`src/rtl/vga_upd_arb_pkg.sv`:
```
// rtl/vga_upd_arb_pkg.sv - shared vga board constants, arbiter state encoding and address helper
package vga_upd_arb_pkg;

    localparam int VGA_CELLS_X = 60;
    localparam int VGA_CELLS_Y = 44;
    localparam int VGA_ADDR_W  = 12;
    localparam int VGA_COORD_W = 6;

    typedef enum logic [1:0] {
        ST_IDLE   = 2'd0,
        ST_WINDOW = 2'd1,
        ST_SPENT  = 2'd2
    } vga_arb_state_t;

    // y*cells_x + x as (y << ceil(log2 cells_x)) minus shifted copies of y for each set bit
    // of the gap to the next power of two; for 60 this is (y<<6) - (y<<2) + x.
    function automatic logic [VGA_ADDR_W-1:0] vga_lin_addr(
        input logic [VGA_COORD_W-1:0] x,
        input logic [VGA_COORD_W-1:0] y,
        input int                     cells_x
    );
        logic [VGA_ADDR_W-1:0] acc;
        logic [VGA_ADDR_W-1:0] yw;
        int                    sh;
        int                    gap;
        sh  = $clog2(cells_x);
        gap = (1 << sh) - cells_x;
        yw  = {{(VGA_ADDR_W-VGA_COORD_W){1'b0}}, y};
        acc = yw << sh;
        for (int i = 0; i < VGA_ADDR_W; i++) begin
            if (gap[i]) acc = acc - (yw << i);
        end
        return acc + {{(VGA_ADDR_W-VGA_COORD_W){1'b0}}, x};
    endfunction

endpackage

```
`src/rtl/vga_upd_arb_rr_pick.sv`:
```
// rtl/vga_upd_arb_rr_pick.sv - round-robin pick of one request, searching upward from ptr
module rr_pick #(
    parameter int N  = 3,
    parameter int IW = 2
) (
    input  logic [N-1:0]  req,
    input  logic [IW-1:0] ptr,
    output logic [N-1:0]  onehot,
    output logic [IW-1:0] idx,
    output logic          any
);

    always_comb begin
        int j;
        onehot = '0;
        idx    = '0;
        any    = 1'b0;
        j      = 0;
        for (int i = 0; i < N; i++) begin
            j = int'(ptr) + i;
            if (j >= N) j = j - N;
            if (!any && req[j]) begin
                any       = 1'b1;
                idx       = IW'(j);
                onehot[j] = 1'b1;
            end
        end
    end

endmodule

```
`src/rtl/vga_upd_arb.sv`:
```
// rtl/vga_upd_arb.sv - vblank-windowed, budgeted round-robin arbiter for board-cell writes
module vga_upd_arb
    import vga_upd_arb_pkg::*;
#(
    parameter int N_REQ   = 3,
    parameter int CELLS_X = VGA_CELLS_X,
    parameter int CELLS_Y = VGA_CELLS_Y,
    parameter int MAX_WR  = 64
) (
    input  logic                              I_clk,
    input  logic                              I_rst,
    input  logic                              I_vblank,
    input  logic [N_REQ-1:0]                  I_req,
    input  logic [VGA_COORD_W*N_REQ-1:0]      I_x,
    input  logic [VGA_COORD_W*N_REQ-1:0]      I_y,
    input  logic [N_REQ-1:0]                  I_val,
    output logic [N_REQ-1:0]                  O_gnt,
    output logic                              O_we,
    output logic [VGA_ADDR_W-1:0]             O_waddr,
    output logic                              O_wdata,
    output logic                              O_err,
    output logic                              O_busy
);

    localparam int IW = (N_REQ > 1) ? $clog2(N_REQ) : 1;
    localparam int CW = $clog2(MAX_WR + 1);
    localparam logic [VGA_COORD_W:0] CX = (VGA_COORD_W+1)'(CELLS_X);
    localparam logic [VGA_COORD_W:0] CY = (VGA_COORD_W+1)'(CELLS_Y);

    vga_arb_state_t           state;
    vga_arb_state_t           nstate;
    logic                     vblank_q;
    logic                     vblank_rise;
    logic [CW-1:0]            cnt;
    logic [IW-1:0]            ptr;
    logic [N_REQ-1:0]         mask;
    logic [N_REQ-1:0]         pick_oh;
    logic [IW-1:0]            pick_idx;
    logic                     pick_any;
    logic                     sel;
    logic                     busy_nxt;
    logic                     enter_win;
    logic [VGA_COORD_W-1:0]   cur_x;
    logic [VGA_COORD_W-1:0]   cur_y;
    logic                     cur_val;
    logic                     in_range;
    logic [VGA_ADDR_W-1:0]    addr;

    assign vblank_rise = I_vblank & ~vblank_q;

    // A requester whose grant is on the output this cycle is already served.
    assign mask = I_req & ~O_gnt;

    rr_pick #(
        .N  (N_REQ),
        .IW (IW)
    ) u_rr_pick (
        .req    (mask),
        .ptr    (ptr),
        .onehot (pick_oh),
        .idx    (pick_idx),
        .any    (pick_any)
    );

    assign sel      = (state == ST_WINDOW) && pick_any;
    assign cur_x    = I_x[int'(pick_idx)*VGA_COORD_W +: VGA_COORD_W];
    assign cur_y    = I_y[int'(pick_idx)*VGA_COORD_W +: VGA_COORD_W];
    assign cur_val  = I_val[pick_idx];
    assign in_range = ({1'b0, cur_x} < CX) && ({1'b0, cur_y} < CY);
    assign addr     = vga_lin_addr(cur_x, cur_y, CELLS_X);

    always_ff @(posedge I_clk or posedge I_rst) begin
        if (I_rst) begin
            state <= ST_IDLE;
        end else begin
            state <= nstate;
        end
    end

    always_comb begin
        nstate = state;
        case (state)
            ST_IDLE: begin
                if (vblank_rise) nstate = ST_WINDOW;
            end
            ST_WINDOW: begin
                if (!I_vblank) nstate = ST_IDLE;
                else if (sel && (cnt == CW'(MAX_WR - 1))) nstate = ST_SPENT;
            end
            ST_SPENT: begin
                if (!I_vblank) nstate = ST_IDLE;
            end
            default: nstate = ST_IDLE;
        endcase
    end

    always_comb begin
        busy_nxt  = (nstate == ST_WINDOW);
        enter_win = (state != ST_WINDOW) && (nstate == ST_WINDOW);
    end

    always_ff @(posedge I_clk or posedge I_rst) begin
        if (I_rst) begin
            vblank_q <= 1'b0;
            cnt      <= '0;
            ptr      <= '0;
        end else begin
            vblank_q <= I_vblank;
            if (enter_win) cnt <= '0;
            else if (sel)  cnt <= cnt + CW'(1);
            if (sel) ptr <= (pick_idx == IW'(N_REQ - 1)) ? '0 : pick_idx + IW'(1);
        end
    end

    // Out-of-range grants still pulse O_gnt and consume budget, but never write.
    always_ff @(posedge I_clk or posedge I_rst) begin
        if (I_rst) begin
            O_gnt   <= '0;
            O_we    <= 1'b0;
            O_waddr <= '0;
            O_wdata <= 1'b0;
            O_err   <= 1'b0;
            O_busy  <= 1'b0;
        end else begin
            O_gnt   <= sel ? pick_oh : '0;
            O_we    <= sel & in_range;
            O_waddr <= (sel && in_range) ? addr : '0;
            O_wdata <= sel & in_range & cur_val;
            O_err   <= sel & ~in_range;
            O_busy  <= busy_nxt;
        end
    end

endmodule

```
`config.mk`:
```
export PLATFORM = sky130hd
export DESIGN_NAME = vga_upd_arb
export DESIGN_NICKNAME = d
export VERILOG_FILES = /design/src/rtl/vga_upd_arb_pkg.sv /design/src/rtl/vga_upd_arb_rr_pick.sv /design/src/rtl/vga_upd_arb.sv
export SDC_FILE = /design/constraint.sdc
export NUM_CORES = 1
export LEC_CHECK = 0
export CAP_MARGIN = 0
export CORE_UTILIZATION = 45
export DETAILED_ROUTE_END_ITERATION = 8
export PLACE_DENSITY = 0.78
export SLEW_MARGIN = 20
export SYNTH_ARGS = -nofsm -noshare
export SYNTH_HDL_FRONTEND = slang
export SYNTH_SLANG_ARGS = --single-unit
```
`constraint.sdc`:
```
create_clock -name I_clk -period 11.35 [get_ports I_clk]
set_clock_uncertainty 0.1 [all_clocks]
set_input_delay 1.7025 -clock I_clk [delete_from_list [all_inputs] [get_ports I_clk]]
set_output_delay 1.7025 -clock I_clk [all_outputs]
set_load 0.02 [all_outputs]
```
==> impl_results.html <==
<table>
<tr><th>Metric</th><th>Value</th></tr>
<tr><th colspan="2">Clock network</th></tr>
<tr><td>Buffers inserted during post-CTS setup optimization</td><td>0</td></tr>
<tr><td>Sinks on Clock Net</td><td>31</td></tr>
<tr><td>TritonCTS clock tree</td><td>built</td></tr>
<tr><td>Total number of H-tree levels</td><td>2</td></tr>
<tr><td>Cts hold-fix bufs</td><td>0</td></tr>
<tr><td>CTS buffer count</td><td>5</td></tr>
<tr><td>Clock slew at reported path FFs</td><td>roughly 0.060 ns</td></tr>
<tr><td>Clock latency reported for the late side of the worst-skew pair</td><td>0.27 ns</td></tr>
<tr><td>Number of cells upsized or downsized after cts</td><td>0</td></tr>
<tr><td>Clk Tree Root Cell</td><td>sky130_fd_sc_hd__clkbuf_8</td></tr>
<tr><td>Deepest clock path buffer count</td><td>2</td></tr>
<tr><th colspan="2">Final layout</th></tr>
<tr><td>Core Util, Final</td><td>~64%</td></tr>
<tr><td>Number of nets in the layout</td><td>around 350</td></tr>
<tr><td>Layout area overhead</td><td>34.0%</td></tr>
<tr><td>Number of antenna repair diodes</td><td>0</td></tr>
<tr><td>Ratio of cells with drive above 1 in the final layout</td><td>under 10%</td></tr>
<tr><td>Count of non-filler cells in the finished layout</td><td>around 340</td></tr>
<tr><th colspan="2">Placed design</th></tr>
<tr><td>Dpl cells</td><td>approximately 330</td></tr>
<tr><td>Post-Place Worst Slack</td><td>approximately 4.9 ns</td></tr>
<tr><td>Post-detailed-placement half-perimeter wirelength</td><td>between 3000 and 4000 um</td></tr>
<tr><td>Placer's final routability congestion estimate</td><td>a little over 0.9</td></tr>
<tr><td>Number of input and output port buffers inserted</td><td>63</td></tr>
<tr><th colspan="2">Synthesis</th></tr>
<tr><td>Share of flip-flops with an asynchronous set or reset after synthesis</td><td>between 90% and 100%</td></tr>
<tr><td>Number of standard cells after synthesis</td><td>approximately 230</td></tr>
<tr><td>Cell taking the most area after synthesis</td><td>sky130_fd_sc_hd__dfrtp_1</td></tr>
<tr><td>Synth Register Bits</td><td>31</td></tr>
<tr><td>Cell types with the largest area share after synthesis</td><td>sky130_fd_sc_hd__dfrtp_1 36%, sky130_fd_sc_hd__ha_1 7.0%, sky130_fd_sc_hd__mux2i_1 5.6%, sky130_fd_sc_hd__nor2_1 4.9%, sky130_fd_sc_hd__inv_1 2.6%</td></tr>
<tr><td>Yosys warning count</td><td>0</td></tr>
<tr><td>Ys flop type</td><td>sky130_fd_sc_hd__dfrtp_1</td></tr>
<tr><td>Post-synth EDFFs</td><td>0</td></tr>
<tr><td>Number of distinct standard cells referenced by the synthesized netlist</td><td>50</td></tr>
<tr><td>Sequential share of the synthesized area</td><td>a little over a third</td></tr>
<tr><td>Mean cell area of the mapped netlist</td><td>9.37 um^2</td></tr>
<tr><td>Total nets after synthesis</td><td>about 290</td></tr>
<tr><td>Area of the mapped netlist</td><td>2140 um^2</td></tr>
<tr><td>Area fraction of the dominant cell type after synthesis</td><td>36.3%</td></tr>
<tr><th colspan="2">Floorplan</th></tr>
<tr><td>Total die area</td><td>around 5000 um^2</td></tr>
<tr><td>Placeable core region</td><td>about 4400 um^2</td></tr>
<tr><td>Number of placement rows</td><td>24</td></tr>
<tr><td>Die extent in y</td><td>~71 um</td></tr>
<tr><td>IO Pins</td><td>between 60 and 70</td></tr>
<tr><td>Initial standard-cell utilization of the core</td><td>48.1%</td></tr>
<tr><td>Horizontal die dimension</td><td>around 71 um</td></tr>
<tr><th colspan="2">Route</th></tr>
<tr><td>Total Wirelength</td><td>roughly 4700 um</td></tr>
<tr><td>DRC violation count after routing</td><td>6</td></tr>
<tr><td>Antenna Violating Nets Remaining</td><td>0</td></tr>
<tr><td>Vias/cell</td><td>~5.4</td></tr>
<tr><td>Drt initial violations</td><td>103</td></tr>
<tr><td>Routed length per placed instance</td><td>~14 um</td></tr>
<tr><td>First drt pass iteration count</td><td>9</td></tr>
<tr><td>Count of vias placed by the detailed router</td><td>1825</td></tr>
<tr><th colspan="2">Setup path</th></tr>
<tr><td>Slack of the worst reg-to-reg path</td><td>between 6 and 7 ns</td></tr>
<tr><td>End of the worst register-to-register path</td><td>O_waddr[10]$_DFF_PP0_</td></tr>
<tr><td>Required time of the worst setup path</td><td>11.40 ns</td></tr>
<tr><td>Number of cells traversed by the worst register-to-register path</td><td>19</td></tr>
<tr><td>Kind of launch point of the worst setup path</td><td>primary input</td></tr>
<tr><td>Buffer and inverter count on the worst path</td><td>2</td></tr>
<tr><td>Startpoint of the lowest-slack register-to-register path</td><td>ptr[0]$_DFFE_PP0P_</td></tr>
<tr><td>Slowest cell on the critical path</td><td>sky130_fd_sc_hd__or4_1</td></tr>
<tr><td>Family with the most delay on the worst path</td><td>simple AND/OR/NAND/NOR gates</td></tr>
<tr><td>Critical path endpoint category</td><td>register</td></tr>
<tr><td>Cell repeated most along the worst path</td><td>sky130_fd_sc_hd__o21ai_0</td></tr>
<tr><td>Category of the most critical setup path</td><td>in2reg</td></tr>
<tr><td>Worst EP arrival</td><td>6.21 ns</td></tr>
<tr><td>Cell breakdown of the critical path</td><td>clkdlybuf4s50_1 &gt; nor4bb_1 &gt; or4_1 &gt; nor4b_4 &gt; or2_1 &gt; and2_1 &gt; nand2_1 &gt; o21ai_0 &gt; inv_1 &gt; ha_1 &gt; o21a_1 &gt; o21ai_0 &gt; nand2b_1 &gt; a21oi_1 &gt; o21ai_0 &gt; nor3_1 &gt; xor2_1 &gt; nor2_1</td></tr>
<tr><td>Maximum fanout along the worst path</td><td>15</td></tr>
<tr><td>Largest stage delay, worst path</td><td>between 0.6 and 0.7 ns</td></tr>
<tr><th colspan="2">STA</th></tr>
<tr><td>Final-layout setup total negative slack</td><td>0 ns</td></tr>
<tr><td>Highest attainable clock frequency</td><td>around 0.16 GHz</td></tr>
<tr><td>Max Transition Viols Final</td><td>0</td></tr>
<tr><td>Finish-stage setup viols</td><td>0</td></tr>
<tr><td>Share of the cycle needed by the critical path after routing</td><td>a little over half</td></tr>
<tr><td>Worst Tran Pin Value</td><td>between 0.6 and 0.7 ns</td></tr>
<tr><td>Final critical-path setup slack</td><td>between 5 and 6 ns</td></tr>
<tr><td>RSZ-0062 raised after global routing</td><td>false</td></tr>
<tr><td>Number of hold-slack violations in the final timing report</td><td>0</td></tr>
<tr><td>Final hold slack</td><td>roughly 0.45 ns</td></tr>
<tr><td>Clock period minus final worst setup slack</td><td>6.16 ns</td></tr>
<tr><td>Slew margin rel.</td><td>between 50% and 60%</td></tr>
<tr><th colspan="2">Pwr</th></tr>
<tr><td>Power per unit of standard cell area</td><td>approximately 290 nW/um^2</td></tr>
<tr><td>Largest vdd supply drop</td><td>approximately 0.17 mV</td></tr>
<tr><td>Static Leak</td><td>between 0.001 and 0.0015 uW</td></tr>
<tr><th colspan="2">Run status</th></tr>
<tr><td>Result of the run</td><td>finished, violations left</td></tr>
<tr><td>Violated checks</td><td>design-rule violations</td></tr>
<tr><th colspan="2">Global routing</th></tr>
<tr><td>First-pass GRT wire length</td><td>between 8000 and 9000 um</td></tr>
<tr><td>Initial antenna violation count</td><td>0</td></tr>
<tr><td>GRT Residual Overflow</td><td>0</td></tr>
<tr><td>GRT Resource Usage Total</td><td>between 20% and 30%</td></tr>
<tr><td>Pin count of the biggest net entering global routing</td><td>32</td></tr>
<tr><td>Via count of the first global-routing pass</td><td>~1800</td></tr>
<tr><th colspan="2">Min path</th></tr>
<tr><td>Min-Delay Path Depth</td><td>2</td></tr>
<tr><td>Min-Delay Endpoint</td><td>cnt[6]$_DFFE_PP0P_</td></tr>
<tr><td>Hold_sp</td><td>cnt[6]$_DFFE_PP0P_</td></tr>
<tr><td>Path class of the lowest-slack min-delay path</td><td>reg2reg</td></tr>
<tr><th colspan="2">Job</th></tr>
<tr><td>Maxcap violations</td><td>0</td></tr>
</table>
==> layout by cell type (no fill, tap or decap), drive strengths merged, types with 11 or more instances in the layout <==
master	instances
clkdlybuf4s50	63
dfrtp	31
nor2	28
inv	16
mux2i	12
nand2	12
ha	12
a21oi	11
o21ai	11
==> final cells by class <==
cell class | instances | area [um^2]
Tap cell | 52 | 65.1
Timing Repair Buffer | 64 | 638
Clock buffer | 6 | 82.6
Inverter | 16 | 60.1
Sequential cell | 31 | 776
Fill cell | 375 | 1580
Multi-Input combinational cell | 171 | 1240
Clock inverter | 1 | 5.00
==> synthesized netlist by cell type (4+ instances only) <==
library cell               count
sky130_fd_sc_hd__mux2i_1      12
sky130_fd_sc_hd__xnor2_1       5
sky130_fd_sc_hd__o21ai_0      10
sky130_fd_sc_hd__inv_1        15
sky130_fd_sc_hd__nand4_1       4
sky130_fd_sc_hd__o21a_1        5
sky130_fd_sc_hd__nor2b_1       5
sky130_fd_sc_hd__ha_1         12
sky130_fd_sc_hd__a21oi_1      10
sky130_fd_sc_hd__dfrtp_1      31
sky130_fd_sc_hd__and2_1        5
sky130_fd_sc_hd__nand2_1      12
sky130_fd_sc_hd__nor4b_1       5
sky130_fd_sc_hd__nand2b_1      6
sky130_fd_sc_hd__nor3_1        4
sky130_fd_sc_hd__nor4bb_1      4
sky130_fd_sc_hd__xor2_1        5
sky130_fd_sc_hd__nor2_1       28
sky130_fd_sc_hd__a31oi_1       4
==> through the flow <==
step	instance area, um^2	total power [uW]
4_1_cts	2860	821
3_5_place_dp	2770	732
2_1_floorplan	2140	623
5_1_grt	2860	897
3_3_place_gp	2770	722
6_report	2860	820
==> cells by family after synthesis <==
group,share of synthesized area [%]
AND/OR/NAND/NOR,22.7
adder cells (fa/ha/maj),7.03
buffers and inverters,6.15
flip-flops,36.3
AO/OA/AOI/OAI,17.1
XOR/XNOR,4.10
multiplexers,6.67
==> where the power goes <==
part	total, uW	internal [uW]	switching [uW]	leakage, uW
registers	155	139	16.6	0.000416
logic	578	256	323	0.000776
clock network	86.2	47.5	38.7	0.0000470
==> registers in the layout (all words and copies together) (netlist names) <==
name / cells
O_busy: 1
O_err: 1
O_gnt: 3
O_waddr: 12
O_wdata: 1
O_we: 1
cnt: 7
ptr: 2
state: 2
vblank_q: 1
==> worst min-delay path: cells and delay by family, from the launching register on <==
kind / cells / cell delay (ns)
DFF: 1 / 0.37
AOI/OAI and AO/OA: 2 / 0.14
==> metal layers <==
layer	track usage [%]	share of wire [%]	vias to the layer above
met3	4.27	4.9	7
met2	34.5	49	53
li1	-	-	922
met4	6.44	1.3	0
met1	26.5	45	843
met5	0	0	-
==> how the worst max path moves through the flow <==
| stage | from | slack, ns | cells past startpoint | to |
|---|---|---|---|---|
| 5_1_grt | I_req[2] | 4.68 | 18 | O_waddr[10]$_DFF_PP0_ |
| 2_1_floorplan | I_req[0] | 6.03 | 17 | O_waddr[10]$_DFF_PP0_ |
| 6_report | I_req[2] | 5.19 | 18 | O_waddr[10]$_DFF_PP0_ |
| 3_3_place_gp | I_req[2] | 5.05 | 18 | O_waddr[10]$_DFF_PP0_ |
| 4_1_cts | I_req[0] | 5.20 | 18 | O_waddr[10]$_DFF_PP0_ |
| 3_5_place_dp | I_req[0] | 4.93 | 18 | O_waddr[10]$_DFF_PP0_ |
Note: power is estimated with default switching activity, not from simulation.
